### config.mk
export PLATFORM = sky130hd
export DESIGN_NAME = janken_round_ctrl
export DESIGN_NICKNAME = d
export VERILOG_FILES = /design/src/rtl/janken_round_ctrl.sv
export SDC_FILE = /design/constraint.sdc
export NUM_CORES = 1
export LEC_CHECK = 0
export BUFFER_PORTS_ARGS = -buffer_cell sky130_fd_sc_hd__buf_2
export CORE_MARGIN = 5
export CORE_UTILIZATION = 57
export DETAILED_ROUTE_END_ITERATION = 8
export GPL_TIMING_DRIVEN = 0
export PLACE_DENSITY = 0.88
export REMOVE_ABC_BUFFERS = 1
export SLEW_MARGIN = 20
export SYNTH_ARGS = -nofsm -noshare
export SYNTH_HDL_FRONTEND = slang
export SYNTH_SLANG_ARGS = --single-unit
### constraint.sdc
create_clock -name clk -period 2.05 [get_ports clk]
set_clock_uncertainty 0.1 [all_clocks]
set_input_delay 0.41 -clock clk [delete_from_list [all_inputs] [get_ports clk]]
set_output_delay 0.41 -clock clk [all_outputs]
set_load 0.05 [all_outputs]
### src/rtl/janken_round_ctrl.sv
// rtl/janken_round_ctrl.sv - three-player janken round sequencer with debounced buttons
//
// Purpose: debounce the commit/start buttons, collect three 2-bit hands,
// run the jan-ken-pon countdown, judge the round and hold the result.
// Ports:
//   clk          system clock
//   rst_         synchronous active-low reset
//   gtp_         raw active-low commit-hand button (asynchronous)
//   start_       raw active-low start / next-round button (asynchronous)
//   hand_in      01 rock, 10 scissors, 11 paper, 00 no hand
//   player_sel   player currently prompted (0..2)
//   g_data       collected hands, [5:4] player 0, [3:2] player 1, [1:0] player 2
//   beat         countdown beat, 0 none, 1 jan, 2 ken, 3 pon
//   busy         high in COLLECT, COUNT and JUDGE
//   result_valid high in SHOW
//   winners      bit 2 player 0, bit 1 player 1, bit 0 player 2
//   aiko         tie round
module janken_round_ctrl #(
  parameter int DEBOUNCE_CYCLES = 16,
  parameter int COUNT_CYCLES    = 8
) (
  input  logic       clk,
  input  logic       rst_,
  input  logic       gtp_,
  input  logic       start_,
  input  logic [1:0] hand_in,
  output logic [1:0] player_sel,
  output logic [5:0] g_data,
  output logic [1:0] beat,
  output logic       busy,
  output logic       result_valid,
  output logic [2:0] winners,
  output logic       aiko
);

  localparam int DW = $clog2(DEBOUNCE_CYCLES + 1);
  localparam int CW = $clog2(COUNT_CYCLES + 1);
  localparam logic [DW-1:0] DEB_LAST = DW'(DEBOUNCE_CYCLES - 1);
  localparam logic [CW-1:0] CNT_LAST = CW'(COUNT_CYCLES - 1);

  localparam logic [2:0] ST_IDLE    = 3'd0;
  localparam logic [2:0] ST_COLLECT = 3'd1;
  localparam logic [2:0] ST_COUNT   = 3'd2;
  localparam logic [2:0] ST_JUDGE   = 3'd3;
  localparam logic [2:0] ST_SHOW    = 3'd4;

  // Button conditioning: index 0 = gtp_, index 1 = start_.
  logic [1:0]    raw;
  logic [1:0]    sync1;
  logic [1:0]    sync2;
  logic [1:0]    level;
  logic [1:0]    press;
  logic [DW-1:0] stab_cnt [2];

  assign raw = {start_, gtp_};

  always_ff @(posedge clk) begin
    if (!rst_) begin
      sync1 <= 2'b11;
      sync2 <= 2'b11;
      level <= 2'b11;
      press <= 2'b00;
      for (int i = 0; i < 2; i++) stab_cnt[i] <= '0;
    end else begin
      sync1 <= raw;
      sync2 <= sync1;
      for (int i = 0; i < 2; i++) begin
        press[i] <= 1'b0;
        // Any sample matching the accepted level restarts the stability run,
        // so chatter shorter than the debounce window never gets through.
        if (sync2[i] == level[i]) begin
          stab_cnt[i] <= '0;
        end else if (stab_cnt[i] == DEB_LAST) begin
          stab_cnt[i] <= '0;
          level[i]    <= sync2[i];
          press[i]    <= ~sync2[i];
        end else begin
          stab_cnt[i] <= stab_cnt[i] + 1'b1;
        end
      end
    end
  end

  logic gtp_press;
  logic start_press;
  assign gtp_press   = press[0];
  assign start_press = press[1];

  // Round judgement on the collected hands.
  function automatic logic beats(input logic [1:0] a, input logic [1:0] b);
    return (a == 2'b01 && b == 2'b10) || (a == 2'b10 && b == 2'b11) ||
           (a == 2'b11 && b == 2'b01);
  endfunction

  logic [1:0] h0, h1, h2, other_hand, win_hand;
  logic       judge_tie;
  logic [2:0] judge_winners;

  always_comb begin
    h0 = g_data[5:4];
    h1 = g_data[3:2];
    h2 = g_data[1:0];
    judge_tie = (h0 == h1 && h1 == h2) || (h0 != h1 && h1 != h2 && h0 != h2);
    // Not a tie means exactly two distinct hands; find the one differing from player 0.
    other_hand = (h1 != h0) ? h1 : h2;
    win_hand   = beats(h0, other_hand) ? h0 : other_hand;
    judge_winners = judge_tie ? 3'b000 : {h0 == win_hand, h1 == win_hand, h2 == win_hand};
  end

  logic [2:0]    state;
  logic [CW-1:0] beat_cnt;

  always_ff @(posedge clk) begin
    if (!rst_) begin
      state        <= ST_IDLE;
      beat_cnt     <= '0;
      player_sel   <= 2'd0;
      g_data       <= 6'd0;
      beat         <= 2'd0;
      busy         <= 1'b0;
      result_valid <= 1'b0;
      winners      <= 3'b000;
      aiko         <= 1'b0;
    end else begin
      case (state)
        ST_IDLE, ST_SHOW: begin
          if (state == ST_IDLE || start_press) begin
            g_data     <= 6'd0;
            player_sel <= 2'd0;
            winners    <= 3'b000;
            aiko       <= 1'b0;
          end
          if (start_press) begin
            state        <= ST_COLLECT;
            busy         <= 1'b1;
            result_valid <= 1'b0;
          end
        end
        ST_COLLECT: begin
          if (gtp_press && hand_in != 2'b00) begin
            g_data <= {g_data[3:0], hand_in};
            if (player_sel == 2'd2) begin
              player_sel <= 2'd0;
              state      <= ST_COUNT;
              beat       <= 2'd1;
              beat_cnt   <= '0;
            end else begin
              player_sel <= player_sel + 2'd1;
            end
          end
        end
        ST_COUNT: begin
          if (beat_cnt == CNT_LAST) begin
            beat_cnt <= '0;
            if (beat == 2'd3) begin
              beat  <= 2'd0;
              state <= ST_JUDGE;
            end else begin
              beat <= beat + 2'd1;
            end
          end else begin
            beat_cnt <= beat_cnt + 1'b1;
          end
        end
        ST_JUDGE: begin
          winners      <= judge_winners;
          aiko         <= judge_tie;
          busy         <= 1'b0;
          result_valid <= 1'b1;
          state        <= ST_SHOW;
        end
        default: state <= ST_IDLE;
      endcase
    end
  end

endmodule
==> results by group <==
Die
  – Die Y-Extent: 72.8 um
  – Die area: 0.00530 mm2
  – # IOs: 22
  – # rows: 22
  – Initial Utilization: 60.1%
  – Die width: 72.8 um
  – Core area: 0.00374 mm2

Timing
  – Final setup viols: 0
  – Setup Total Neg Slack: 0 ns
  – RSZ-0062 raised after global routing: no
  – Tmin final: 1.89 ns
  – Final Hold Vio Count: 0
  – Period utilization: 92.2%
  – Max Slew Vio Count: 0
  – Hold Slack: 0.181 ns
  – Max Fclk: 529 MHz

Clock tree
  – Clk sink count: 41
  – CTS resizes: 4
  – Buffer count from post-CTS setup fixing: 0
  – Worst skew pair latency: 0.31 ns
  – Hold_buf cts: 0
  – Max Buffers Root-to-Sink: 2
  – Worst-path clk slew: 0.08 ns
  – Total CTS buffers: 5
  – Root Buffer: clkbuf_8
  – CTS HTree Levels: 2
  – CTS tree: yes

Setup path
  – Crit. End Element: flip-flop
  – Slowest CP cell: dfxtp_2
  – CP peak stage delay: 0.48 ns
  – WP data arrival: 2.02 ns
  – Worst Path Required: 2.18 ns
  – Crit Path Class: flip-flop to flip-flop
  – CP Buf/Inv Count: 1
  – CP Max Fanout: 14
  – CP Launch Type: flip-flop
  – Critical path, cell by cell: inv_1 -> o31a_1 -> and4_1 -> a2111o_1 -> a21boi_1
  – Top delay family on crit path: compound AO/OA/AOI/OAI gates

Global route
  – Grt ovf: 0
  – First-pass GRT wire length: 7.67 mm
  – Vias in the first global route: 1,741
  – GRT Overall Usage: 18.4%
  – Initial antenna violation count: 0
  – Largest net degree at the start of global routing: 33

Pwr
  – Combinational Power Share: 2.9%
  – Switching share of power: 21.1%
  – Static leakage: 1.03 nW
  – Tot Pwr: 0.00155 W
  – Int Pwr: 0.00122 W
  – Seq pwr share: 54.5%
  – Worst VDD drop: 0.530 mV
  – Clock power frac: 42.6%
  – Pwr Density: 614 mW/mm2
  – Switch Pwr: 0.000327 W

Layout
  – Layout cells sized above 1: 14.5%
  – Area of the multi-input gates: 0.00127 mm2
  – Final nets: 286
  – Most common cell after layout, fill and taps aside: dfxtp_1
  – Most frequent cells in the layout: dfxtp_1, buf_2, nor2_1, nand2_1, nor2b_1
  – # diodes: 0
  – Sequential cell area: 937 um2
  – Fillers: 306
  – Area delta synth->final: 12.1%

Synthesis
  – Seq/Total Area, Yosys: 41.0%
  – Ys async rst share: 0%
  – Synth Flop Type: dfxtp_1
  – Register bit total from synthesis: 41
  – Synth Instances: 252
  – Yosys warning count: 0
  – Distinct cell type count after synthesis: 56
  – Syn Std Cell Area: 0.00225 mm2
  – Number of synthesized flops with an enable pin: 10
  – Synthesized area per cell: 8.92 um2

Routing
  – Starting DRT DRC Count: 234
  – Vias per cell: 5.88
  – WL final: 4.54 mm
  – Drt wl/cell: 14.0 um
  – Via count: 1,899
  – DRC violations left: 0
  – TritonRoute pass-1 iters: 5
  – Antenna Nets Post-Route: 0

Run status
  – Status: finished clean

Run
  – Max cap viols: 0

Placed design
  – DP HPWL: 2.99 mm
  – Port bufs: 21
  – Placer Congestion: 0.800

Worst hold path
  – Hold Path Class: input port to flip-flop
## Yosys cell counts (2+ instances only)
| cell | number | area [um2] |
|---|---|---|
| a21boi_1 | 6 | 45.0 |
| a21o_1 | 2 | 15.0 |
| a21oi_1 | 7 | 35.0 |
| a22oi_1 | 4 | 30.0 |
| a31oi_1 | 2 | 12.5 |
| and2_1 | 7 | 43.8 |
| and3_1 | 5 | 31.3 |
| and4_1 | 2 | 17.5 |
| and4b_1 | 2 | 20.0 |
| buf_2 | 8 | 40.0 |
| clkbuf_1 | 7 | 26.3 |
| dfxtp_1 | 31 | 621 |
| edfxtp_1 | 10 | 300 |
| ha_1 | 6 | 75.1 |
| inv_1 | 9 | 33.8 |
| mux2i_1 | 2 | 20.0 |
| nand2_1 | 19 | 71.3 |
| nand2b_1 | 8 | 50.1 |
| nand3_1 | 4 | 20.0 |
| nand3b_1 | 5 | 37.5 |
| nor2_1 | 19 | 71.3 |
| nor2b_1 | 15 | 93.8 |
| nor3_1 | 8 | 40.0 |
| nor3b_1 | 3 | 22.5 |
| nor4_1 | 2 | 12.5 |
| o211ai_1 | 2 | 15.0 |
| o21ai_0 | 12 | 60.1 |
| o21ai_1 | 2 | 10.0 |
| o22ai_1 | 4 | 25.0 |
| xnor2_1 | 4 | 35.0 |
| xor2_1 | 10 | 87.6 |
## worst paths after layout
path	from	endpoint	slack [ns]	cells after the start
worst max-delay path	g_data[2]$_SDFFE_PN0P_	winners[0]$_SDFFE_PN0P_	0.16	5
worst min-delay path	start_	sync1[1]$_SDFF_PN1_	0.18	2
worst max register to register	g_data[2]$_SDFFE_PN0P_	winners[0]$_SDFFE_PN0P_	0.16	5
worst min register to register	sync1[0]$_SDFF_PN1_	sync2[0]$_SDFF_PN1_	0.31	1
## flip-flops by register name, indices dropped and copies added, names as in the netlist
register and count:
aiko 1, beat 2, beat_cnt 4, busy 1
g_data 6, level 2, player_sel 2, press 2
result_valid 1, stab_cnt 10, state 3, sync1 2
sync2 2, winners 3
## metrics by stage
| stage | utilization (%) | area, um2 | setup slack (ns) | instances |
|---|---|---|---|---|
| final | 67.3 | 2520 | 0.161 | 323 |
| after detailed placement | 63.7 | 2390 | -0.166 | 315 |
| after global placement | 63.6 | 2380 | -0.219 | 315 |
| after floorplan | - | 2220 | -0.244 | 246 |
| after CTS | 66.8 | 2500 | 0.00305 | 323 |
| after global routing | 67.3 | 2520 | 0.00984 | 323 |
## worst reg2reg max path, delay by kind of cell, from the launching register on
family / cells / cell delay, ns
buffers and inverters: 1 / 0.20
and+or+nand+nor: 1 / 0.19
DFF: 1 / 0.48
AOI/OAI and AO/OA: 3 / 0.85
## power groups by stage
stage / registers [W] / clock network, W / logic (W)
floorplan: 0.000868 / 0 / 0.0000244
global placement: 0.000865 / 0 / 0.0000436
detailed placement: 0.000866 / 0 / 0.0000446
CTS: 0.000847 / 0.000665 / 0.0000449
global route: 0.000845 / 0.000713 / 0.0000519
finish: 0.000843 / 0.000659 / 0.0000448
## cell families (layout without fill, tap and decap cells)
kind of cell,Yosys count,after routing,share of synthesized area [%]
xor+xnor,14,14,5.45
other cells,1,10,0.167
simple gates,106,106,26.8
mux,2,2,0.890
buf+inv,24,38,4.45
fa+ha+maj,6,6,3.34
compound gates,58,58,18.0
flops,41,41,41.0
## routing by layer
| metal | GRT usage [%] | part of all wire, % | vias up |
|---|---|---|---|
| met4 | 5.74 | 1.6 | 0 |
| met3 | 5.37 | 6.9 | 12 |
| li1 | - | - | 927 |
| met5 | 0 | 0 | - |
| met2 | 31.0 | 49 | 70 |
| met1 | 22.6 | 42 | 890 |
## cell type report
cell class / count / area share [%]
multi-input cells: 196 / 50.5
flip-flops and latches: 41 / 37.2
repair buffers: 21 / 4.17
clock buffers: 6 / 2.88
well taps: 48 / 2.38
clock inverters: 2 / 1.54
inverters: 9 / 1.34
Note: power is estimated with default switching activity, not from simulation.
